==> src/rtl/rf_scoreboard.sv <==
// Register file with two combinational read ports, one write port and a
// per-register outstanding-write counter used by hazard control to stall or forward.
module rf_scoreboard #(
    parameter int WORD_SIZE = 16,
    parameter int ADDR_BITS = 2,
    parameter int CNT_BITS  = 2,
    parameter int BYPASS    = 1,
    parameter int ZERO_REG  = 0
) (
    input  logic                      clk,
    input  logic                      reset,
    input  logic [ADDR_BITS-1:0]      rd_addr1,
    output logic [WORD_SIZE-1:0]      rd_data1,
    output logic                      rd_busy1,
    input  logic [ADDR_BITS-1:0]      rd_addr2,
    output logic [WORD_SIZE-1:0]      rd_data2,
    output logic                      rd_busy2,
    input  logic                      issue_valid,
    input  logic [ADDR_BITS-1:0]      issue_addr,
    output logic                      issue_ready,
    input  logic                      wr_en,
    input  logic [ADDR_BITS-1:0]      wr_addr,
    input  logic [WORD_SIZE-1:0]      wr_data,
    input  logic                      flush,
    output logic [(1<<ADDR_BITS)-1:0] busy_vec,
    output logic                      err_underflow
);

    localparam int                  NUM_REG = 1 << ADDR_BITS;
    localparam logic [CNT_BITS-1:0] CNT_MAX = '1;

    logic [WORD_SIZE-1:0] r_regs [NUM_REG];
    logic [CNT_BITS-1:0]  r_cnt  [NUM_REG];
    logic                 r_err;

    logic [NUM_REG-1:0]   w_inc;
    logic [NUM_REG-1:0]   w_dec;
    logic                 w_issue_ok;
    logic [ADDR_BITS-1:0] w_raddr [2];
    logic [WORD_SIZE-1:0] w_rdata [2];
    logic                 w_rbusy [2];

    // Register 0 is treated as a constant when ZERO_REG is set: no storage, no scoreboard.
    function automatic logic is_zero(input logic [ADDR_BITS-1:0] a);
        return (ZERO_REG != 0) && (a == '0);
    endfunction

    assign w_issue_ok = is_zero(issue_addr) || (r_cnt[issue_addr] != CNT_MAX);

    always_comb begin
        // NOTE: defaults first so every path assigns every bit and no latch is inferred.
        w_inc = '0;
        w_dec = '0;
        for (int i = 0; i < NUM_REG; i++) begin
            w_inc[i] = issue_valid && w_issue_ok && (issue_addr == ADDR_BITS'(i))
                       && !is_zero(ADDR_BITS'(i));
            w_dec[i] = wr_en && (wr_addr == ADDR_BITS'(i)) && !is_zero(ADDR_BITS'(i));
        end
    end

    assign w_raddr[0] = rd_addr1;
    assign w_raddr[1] = rd_addr2;

    for (genvar p = 0; p < 2; p++) begin : g_rd
        always_comb begin
            w_rdata[p] = r_regs[w_raddr[p]];
            if ((BYPASS != 0) && wr_en && (wr_addr == w_raddr[p])) begin
                w_rdata[p] = wr_data;
            end
            if (is_zero(w_raddr[p])) begin
                w_rdata[p] = '0;
            end
            // A final retire landing this cycle clears busy early; a retire at count 0 never reports busy.
            w_rbusy[p] = r_cnt[w_raddr[p]] > CNT_BITS'(w_dec[w_raddr[p]]);
        end
    end

    assign rd_data1      = w_rdata[0];
    assign rd_data2      = w_rdata[1];
    assign rd_busy1      = w_rbusy[0];
    assign rd_busy2      = w_rbusy[1];
    assign issue_ready   = w_issue_ok;
    assign err_underflow = r_err;

    always_comb begin
        busy_vec = '0;
        for (int i = 0; i < NUM_REG; i++) begin
            busy_vec[i] = (r_cnt[i] != '0);
        end
    end

    always_ff @(posedge clk) begin
        if (reset) begin
            // NOTE: the data array is reset too, because reads straight after reset must return 0.
            for (int i = 0; i < NUM_REG; i++) begin
                r_regs[i] <= '0;
                r_cnt[i]  <= '0;
            end
            r_err <= 1'b0;
        end else begin
            // NOTE: non-blocking so every counter sees the pre-edge state of all others.
            if (wr_en && !is_zero(wr_addr)) begin
                r_regs[wr_addr] <= wr_data;
            end
            for (int i = 0; i < NUM_REG; i++) begin
                if (w_dec[i] && !w_inc[i] && (r_cnt[i] == '0)) begin
                    r_err <= 1'b1;
                end
                if (flush) begin
                    r_cnt[i] <= '0;
                end else if (w_inc[i] && !w_dec[i]) begin
                    r_cnt[i] <= r_cnt[i] + CNT_BITS'(1);
                end else if (w_dec[i] && !w_inc[i] && (r_cnt[i] != '0)) begin
                    r_cnt[i] <= r_cnt[i] - CNT_BITS'(1);
                end
            end
        end
    end

endmodule

==> config.mk <==
export PLATFORM = sky130hd
export DESIGN_NAME = rf_scoreboard
export DESIGN_NICKNAME = d
export VERILOG_FILES = /design/src/rtl/rf_scoreboard.sv
export SDC_FILE = /design/constraint.sdc
export NUM_CORES = 1
export LEC_CHECK = 0
export BUFFER_PORTS_ARGS = -buffer_cell sky130_fd_sc_hd__buf_2
export CAP_MARGIN = 0
export CORE_ASPECT_RATIO = 0.7
export CORE_UTILIZATION = 62
export CTS_BUF_LIST = sky130_fd_sc_hd__clkbuf_16
export CTS_CLUSTER_SIZE = 10
export DETAILED_ROUTE_END_ITERATION = 6
export PLACE_DENSITY = 0.93
export SLEW_MARGIN = 20
export SYNTH_ARGS = -nofsm -noshare
export SYNTH_HDL_FRONTEND = slang
export SYNTH_SLANG_ARGS = --single-unit
export TNS_END_PERCENT = 20
==> constraint.sdc <==
create_clock -name clk -period 3.1 [get_ports clk]
set_clock_uncertainty 0.15 [all_clocks]
set_input_delay 0 -clock clk [delete_from_list [all_inputs] [get_ports clk]]
set_output_delay 0 -clock clk [all_outputs]
set_load 0.005 [all_outputs]
* Word-level counts from Yosys, hierarchy flattened
Memories as Yosys holds them, arrays and structs flattened. Cells that the tools add are included.
Operators by class: $add $sub $neg 8, $lt $le $gt $ge 4, equality and inequality tests 9, mux-type cells 69, bitwise operators 12, reductions and logical operators 47
Operator list (number):
- $mux W1 | 51
- $mux W16 | 3
- $logic_and A1 B1 Y1 | 27
- $mux W2 | 13
- $reduce_or A16 Y1 | 1
- $logic_not A2 Y1 | 6
- $or A1 B1 Y1 | 12
- $add A2 B1 Y2 const B | 4
- $eq A2 B2 Y1 const B | 4
- $logic_not A1 Y1 | 8
- $reduce_bool A2 Y1 | 4
- $sub A2 B1 Y2 const B | 4
- $lt A2 B3 Y1 const B | 2
- $bmux W1 S2 | 2
- $eq A2 B1 Y1 const B | 2
- $eq A2 B2 Y1 | 2
- $gt A2 B1 Y1 | 2
- $reduce_bool A4 Y1 | 1
- $ne A2 B2 Y1 const B | 1
Storage, ports and cells: register bits after elaboration 1, RAM bits 72, input port bits 29, memories kept 2
Memories:
- r_regs | depth 4, bits a word 16, rd ports 2, clocked after memory_dff 0, wr ports 4, line 32 | logic [WORD_SIZE-1:0] r_regs [NUM_REG];
- r_cnt | depth 4, bits a word 2, rd ports 7, clocked after memory_dff 0, wr ports 4, line 33 | logic [CNT_BITS-1:0] r_cnt [NUM_REG];

* Depth between registers and ports, before layout
Gate-level depths: netlist of run 1. An unclocked memory read counts as a cell.
word-level depth 13, depth in mapped cells 7

* Least setup slack after synthesis of run 1
No wires, ideal clock.
path type register to register, start memory r_cnt[0][0], end memory r_cnt[0][1], data pin, library setup time 0.146 ns, arrival time 1.305 ns, required time 2.804 ns, setup slack 1.498 ns, cell stages (with the launch flop) 5, buffers on the path 0, period minus slack after synthesis 1.602 ns, cell sequence edfxtp_1 -> inv_1 -> ha_1 -> or4_1 -> a21oi_1
RTL lines (line):
- from (decl) | 33

==> results of run 1 <==
==> cell type report <==
cell class,instances,area (um^2),area share (%)
multi-input combinational,208,2040,38.4
timing repair buffer,89,543,10.2
sequential,73,2180,41.2
tap,94,118,2.22
clock buffer,9,225,4.25
inverter,33,124,2.34
clock inverter,7,71.3,1.35
==> state kept, by name, summed over array words and instances (netlist names) <==
signal / count
err_underflow: 1
r_cnt: 8
r_regs: 64
==> tightest hold or removal path: stages <==
cell	delay [ns]
buf_2	0.13
nand4_1	0.16
a32oi_1	0.09
a21oi_1	0.14
==> power by group <==
part	leakage (nW)	total [mW]	switching (mW)	internal [mW]
registers	0.728	1.21	0.0417	1.17
clock network	0.145	1.03	0.406	0.623
logic	1.34	0.471	0.223	0.248
total	2.21	2.71	0.671	2.04
==> final timing paths <==
| kind | slack (ns) | cells after the start | to | start |
|---|---|---|---|---|
| hold / removal | 0.09 | 4 | err_underflow | issue_addr[0] |
| setup reg to reg | 1.33 | 4 | r_cnt[2][1] | r_cnt[2][0] |
| setup / recovery | 1.09 | 5 | rd_busy2 | r_cnt[1][0] |
| hold reg to reg | 0.43 | 2 | err_underflow | err_underflow |
==> repair_timing <==
| action | 4_1_cts | 5_1_grt |
|---|---|---|
| hold endpoints to repair | 72 | 0 |
| endpoints found under the setup margin | 0 | 0 |
| hold buffers | 18 | 0 |
| resized for setup | 0 | 0 |
| setup buffers | 0 | 0 |
==> through the flow <==
| stage | setup WS, ns | hold WS [ns] | instances | power (mW) |
|---|---|---|---|---|
| after floorplan | 1.50 | -0.0809 | 336 | 1.50 |
| after detailed placement | 1.12 | 0.115 | 479 | 1.67 |
| after CTS | 1.08 | 0.0726 | 513 | 2.71 |
| final | 1.09 | 0.0906 | 513 | 2.71 |
| after global routing | 0.938 | 0.108 | 513 | 2.79 |
| after global placement | 1.20 | 0.0967 | 479 | 1.65 |
==> layer usage <==
| layer | vias up | global-route usage [%] | part of all wire (%) |
|---|---|---|---|
| li1 | 1416 | - | - |
| met1 | 1553 | 38.1 | 40 |
| met2 | 158 | 52.1 | 51 |
| met3 | 22 | 9.00 | 7.9 |
| met4 | 0 | 13.6 | 1.7 |
| met5 | - | 0 | 0 |
==> cells by family (layout without fill, tap and decap cells) <==
logic type	count (synthesis)	after routing
xor+xnor	4	4
fa+ha+maj	6	6
simple gates	113	113
mux	73	73
flops	73	73
buf+inv	55	138
compound gates	12	12
==> cells in the mapped netlist, types with 2 or more instances <==
library cell / instances / area share (%)
xnor2_1: 4 / 0.78
nand2b_1: 6 / 0.84
nor2_1: 54 / 4.5
nand3_2: 2 / 0.45
nor3_1: 6 / 0.67
a211oi_1: 2 / 0.34
nand2_1: 26 / 2.2
nand3b_1: 3 / 0.50
o21bai_1: 2 / 0.34
a21oi_1: 6 / 0.67
inv_1: 33 / 2.8
buf_4: 2 / 0.34
ha_1: 6 / 1.7
buf_2: 6 / 0.67
clkbuf_1: 9 / 0.76
nand3_1: 3 / 0.34
edfxtp_1: 72 / 48
and2_1: 2 / 0.28
mux4_2: 12 / 6.0
or4_1: 2 / 0.34
mux4_1: 25 / 15
mux2i_1: 4 / 0.90
mux2_2: 32 / 8.1
buf_6: 4 / 1.0
==> summary.txt, run 1 <==
Result of the run -> finished, final reports clean
Worst skew pair latency -> 0.33 ns
# diodes -> 0
Slowest cell on crit path -> mux4_1
Post-synthesis mux area share -> 29.7%
Hold Crit Class -> input pin to flop
Crit path DAT -> 1.86 ns
Max-cap violations -> 0
Clk sinks -> 73
Final core area utilization -> 77.4%
Mean Syn Cell Area -> 13.3 um^2
Post-synthesis compound-gate area fraction -> 1.74%
Final HPWL DP -> 6760 um
#FFs+latches synth -> 73
Die footprint -> 0.00756 mm^2
Core area -> 0.00685 mm^2
Post-synth ARST share -> 0%
CTS clock-pin slew for the worst setup and hold paths -> 0.06 ns
Routability cong. -> 0.894
Routed wire length -> 10,500 um
First-pass GRT wire length -> 16,400 um
Site row count -> 25
Post-synth EDFFs -> 72
Sequential area share after synthesis -> 48.8%
Tcrit/Tclk final -> 64.9%
Slowest Stage Delay on Critical Path -> 0.53 ns
Tmin final -> 2.01 ns
Worst-margin pin slew -> 1.05 ns
RSZ-0062 raised after global routing -> no
Mapped Nets -> 371
Grt ovf -> 0
XOR/XNOR Fraction of Synth Area -> 0.784%
VDD IR max -> 0.000379 V
Synth unique cells -> 37
Synth Area in Simple Gates -> 11.6%
Most used DFF post-synth -> edfxtp_1
Share of post-route cells with drive strength above 1 -> 32.0%
Pwr Density -> 511 mW/mm^2
Commonest non-fill, non-tap cell in the layout -> edfxtp_1
Worst Path Buf+Inv -> 2
Largest family of logic cells by synthesized area -> multiplexers
Finished Cell Area -> 0.00530 mm^2
Critical path, cell by cell -> mux4_1 > inv_1 > ha_1 > o21bai_1 > buf_2
WL per Instance -> 20.6 um
Most frequent cells in the layout -> edfxtp_1, buf_2, nor2_1, inv_1, mux2_2
Slew Limit Fails -> 0
Syn-to-layout area delta -> 18.6%
Adder-Cell Fraction of Synth Area -> 1.68%
PortBufs -> 68
Die X -> 103 um
CP endpoint kind -> primary output
Syn Std Cell Area -> 0.00447 mm^2
Clock Tree Root -> clkbuf_16
Num ports -> 69
DRT iter0 DRCs -> 222
DRC viols -> 0
DR vias -> 3,149
CTS Buf Count -> 9
GRT Total Usage -> 31.2%
Initial Util -> 65.2%
CTS Buffer Depth -> 2
Yosys warnings -> 0
Worst endpoint required time -> 2.95 ns
Static leakage -> 2.21 nW
H-tree depth -> 3
Initial antenna violation count -> 0
CP top delay family -> multiplexers
Final nets -> 449
Finish-stage setup viols -> 0
Die Ht -> 73.0 um
Setup TNS -> 0 ns
Fmax -> 497 MHz
WS Path Type -> flop to primary output
DRT Pass-1 Iters -> 5
Startpoint type of the worst setup path -> flop
Gate Count Post-Synth -> 336
Vias per cell -> 6.14
Layout fillers -> 417
TritonCTS clock tree -> yes
Endpoints failing hold -> 0
Placed cell areas -> 0.00482 mm^2
Post-DRT Antenna Nets -> 0
Number of global-route vias before repair -> 3,330
Largest net degree at the start of global routing -> 21
Critical path fanouts, max -> 5
Slew margin rel. -> 30.3%
No activity file was read; power rests on OpenSTA's default activity.
==> run 2, diff against run 1 <==
--- a/config.mk
+++ b/config.mk
@@ -8,11 +8,11 @@
 export BUFFER_PORTS_ARGS = -buffer_cell sky130_fd_sc_hd__buf_2
 export CAP_MARGIN = 0
 export CORE_ASPECT_RATIO = 0.7
-export CORE_UTILIZATION = 62
+export CORE_UTILIZATION = 52
 export CTS_BUF_LIST = sky130_fd_sc_hd__clkbuf_16
 export CTS_CLUSTER_SIZE = 10
 export DETAILED_ROUTE_END_ITERATION = 6
-export PLACE_DENSITY = 0.93
+export PLACE_DENSITY = 0.84
 export SLEW_MARGIN = 20
 export SYNTH_ARGS = -nofsm -noshare
 export SYNTH_HDL_FRONTEND = slang
==> constraint.sdc (replaced) <==
create_clock -name clk -period 1.8 [get_ports clk]
set_clock_uncertainty 0.15 [all_clocks]
set_input_delay 0 -clock clk [delete_from_list [all_inputs] [get_ports clk]]
set_output_delay 0 -clock clk [all_outputs]
set_load 0.005 [all_outputs]
==> summary.txt, run 2 (synthesized netlist as in run 1, its figures left out) <==
Finished Layout Cells -> 543 (+5.8%)
Die Ht -> 79.6 um (+8.9%)
H-tree depth -> 3 (unchanged)
Seq pwr share -> 42.4% (-2.2 points)
Most frequent cells in the layout -> edfxtp_1, buf_2, nor2_1, inv_1, mux4_2
Number of global-route vias before repair -> 3,133 (-5.9%)
TritonCTS clock tree -> yes
DRT iter0 DRCs -> 229 (+3.2%)
Clk sinks -> 73 (unchanged)
Slew Limit Fails -> 0 (unchanged)
Tcrit/Tclk final -> 106%
Hold_sp -> reset
WS Path Type -> flop to primary output
Slew margin rel. -> 50.8% (+21 points)
Result of the run -> finished with violations
PortBufs -> 68 (unchanged)
Routed wire length -> 10,900 um (+3.1%)
Fmax -> 524 MHz
Worst Hold Margin -> 0.0231 ns (-0.0675 ns)
Failing checks -> setup timing
Comb power frac -> 19.6% (+2.2 points)
# diodes -> 0 (unchanged)
Final core area utilization -> 69.8% (-7.6 points)
Syn-to-layout area delta -> 26.5%
Final HPWL DP -> 7380 um (+9.1%)
Final nets -> 472 (+5.1%)
Max-cap violations -> 0 (unchanged)
Startpoint type of the worst setup path -> flop
Core area -> 0.00811 mm^2 (+18%)
Share of post-route cells with drive strength above 1 -> 42.3% (+10 points)
Grt ovf -> 0 (unchanged)
CP endpoint kind -> primary output
Worst-margin pin slew -> 0.736 ns (-0.310 ns)
Initial antenna violation count -> 0 (unchanged)
CTS clock-pin slew for the worst setup and hold paths -> 0.05 ns (about the same)
VDD IR max -> 0.000571 V (+51%)
Die X -> 113 um (+9.0%)
Static leakage -> 2.36 nW (+6.7%)
Hold Crit Class -> input pin to flop
Slowest cell on crit path -> mux4_2
Reg2Reg Launch Point -> r_cnt[2][0]
DRC viols -> 0 (unchanged)
Post-DRT Antenna Nets -> 0 (unchanged)
Critical path, cell by cell -> mux4_2 > inv_2 > ha_4 > o21bai_1 > buf_2
Setup WS post-layout -> -0.108 ns (-1.20 ns)
Finish-stage setup viols -> 5 (+5)
GRT Total Usage -> 25.4% (-5.7 points)
Slowest Stage Delay on Critical Path -> 0.48 ns (-0.05 ns)
Critical path fanouts, max -> 4 (-1)
Endpoints failing hold -> 0 (unchanged)
Net Sw Power -> 1.15 mW (+72%)
DR vias -> 3,172 (+0.73%)
Sw Ratio -> 23.5% (-1.3 points)
Setup crit start -> r_cnt[1][0]
Pwr Density -> 865 mW/mm^2 (+69%)
First-pass GRT wire length -> 16,600 um (+0.76%)
Num ports -> 69 (unchanged)
Largest net degree at the start of global routing -> 20 (-4.8%)
Die footprint -> 0.00898 mm^2 (+19%)
Clock Tree Root -> clkbuf_16
Vias per cell -> 5.84 (-4.8%)
WL per Instance -> 20.0 um (-2.6%)
Initial Util -> 55.1% (-10 points)
Tmin final -> 1.91 ns
Cell count after placement -> 502 (+4.8%)
Clock share of power -> 38.0% (about the same)
Worst endpoint required time -> 1.65 ns (-1.30 ns)
Max reg flops -> 64 (unchanged)
Int Power -> 3.74 mW (+84%)
CTS Buffer Depth -> 2 (unchanged)
Commonest non-fill, non-tap cell in the layout -> edfxtp_1
Worst skew pair latency -> 0.33 ns (about the same)
DRT Pass-1 Iters -> 4 (-1)
Site row count -> 27 (+8.0%)
Crit path DAT -> 1.76 ns (-0.10 ns)
Largest Register -> r_regs
CTS Buf Count -> 9 (unchanged)
Routability cong. -> 0.814 (-8.9%)
Setup TNS -> -0.237 ns (-0.237 ns)
RSZ-0062 raised after global routing -> yes
## run 2: cell count changes in the layout (fill, tap and decap cells not counted), sizes merged
cell      before  now
clkinv         3    4
bufinv         1    2
clkinvlp       1    0
inv           35   34
buf           71   94
## run 2: power by group through the flow
stage | sequential (mW) | combinational (mW) | clock (mW)
5_1_grt | 2.09 | 1.03 | 1.94
3_5_place_dp | 2.10 | 0.829 | 0
2_1_floorplan | 2.07 | 0.516 | 0
3_3_place_gp | 2.09 | 0.809 | 0
4_1_cts | 2.07 | 0.890 | 1.87
6_report | 2.08 | 0.960 | 1.86
## run 2: what timing repair did
action	CTS	global route
setup endpoints to repair	12	25
gates resized for setup	16	34
endpoints found under the hold margin	72	0
hold buffers	18	0
pin swaps	4	5
setup buffers	4	3
## run 2: area by class of cell
type                            instances  area, um^2
Clock buffer                            9         225
Timing Repair Buffer                  112         840
Tap cell                              101         126
Inverter                               33         126
Multi-Input combinational cell        208        2070
Fill cell                             572        2450
Sequential cell                        73        2180
Clock inverter                          7        86.3
## run 2: final timing paths
check / end / slack (ns) / cells past startpoint
worst max-delay path: rd_busy1 / -0.11 / 5
worst min-delay path: r_cnt[2][1] / 0.02 / 3
worst max register to register: r_cnt[2][1] / -0.01 / 6
worst min register to register: err_underflow / 0.40 / 2
## run 2: routing by layer
| metal | GRT usage, % | share of wire [%] | wire [um] | vias up |
|---|---|---|---|---|
| met5 | 0 | 0 | 0 | - |
| met4 | 6.53 | 0.75 | 82 | 0 |
| met3 | 6.45 | 7.4 | 803 | 11 |
| met2 | 44.0 | 49 | 5360 | 141 |
| met1 | 32.3 | 42 | 4620 | 1565 |
| li1 | - | - | - | 1455 |
## run 2: worst max-delay path: cells and delay by family, from the launching register on
kind / cells / cell delay [ns]
compound gates: 1 / 0.11
mux: 1 / 0.48
fa+ha+maj: 1 / 0.19
flops: 1 / 0.44
buf+inv: 2 / 0.21
## run 2: stage by stage
step / area (um^2) / setup slack, ns / total power [mW]
after global routing: 5660 / -0.199 / 5.06
after floorplan: 4470 / 0.198 / 2.59
after global placement: 5030 / 0.151 / 2.90
final: 5660 / -0.108 / 4.89
after CTS: 5530 / -0.117 / 4.83
after detailed placement: 5030 / 0.0991 / 2.93
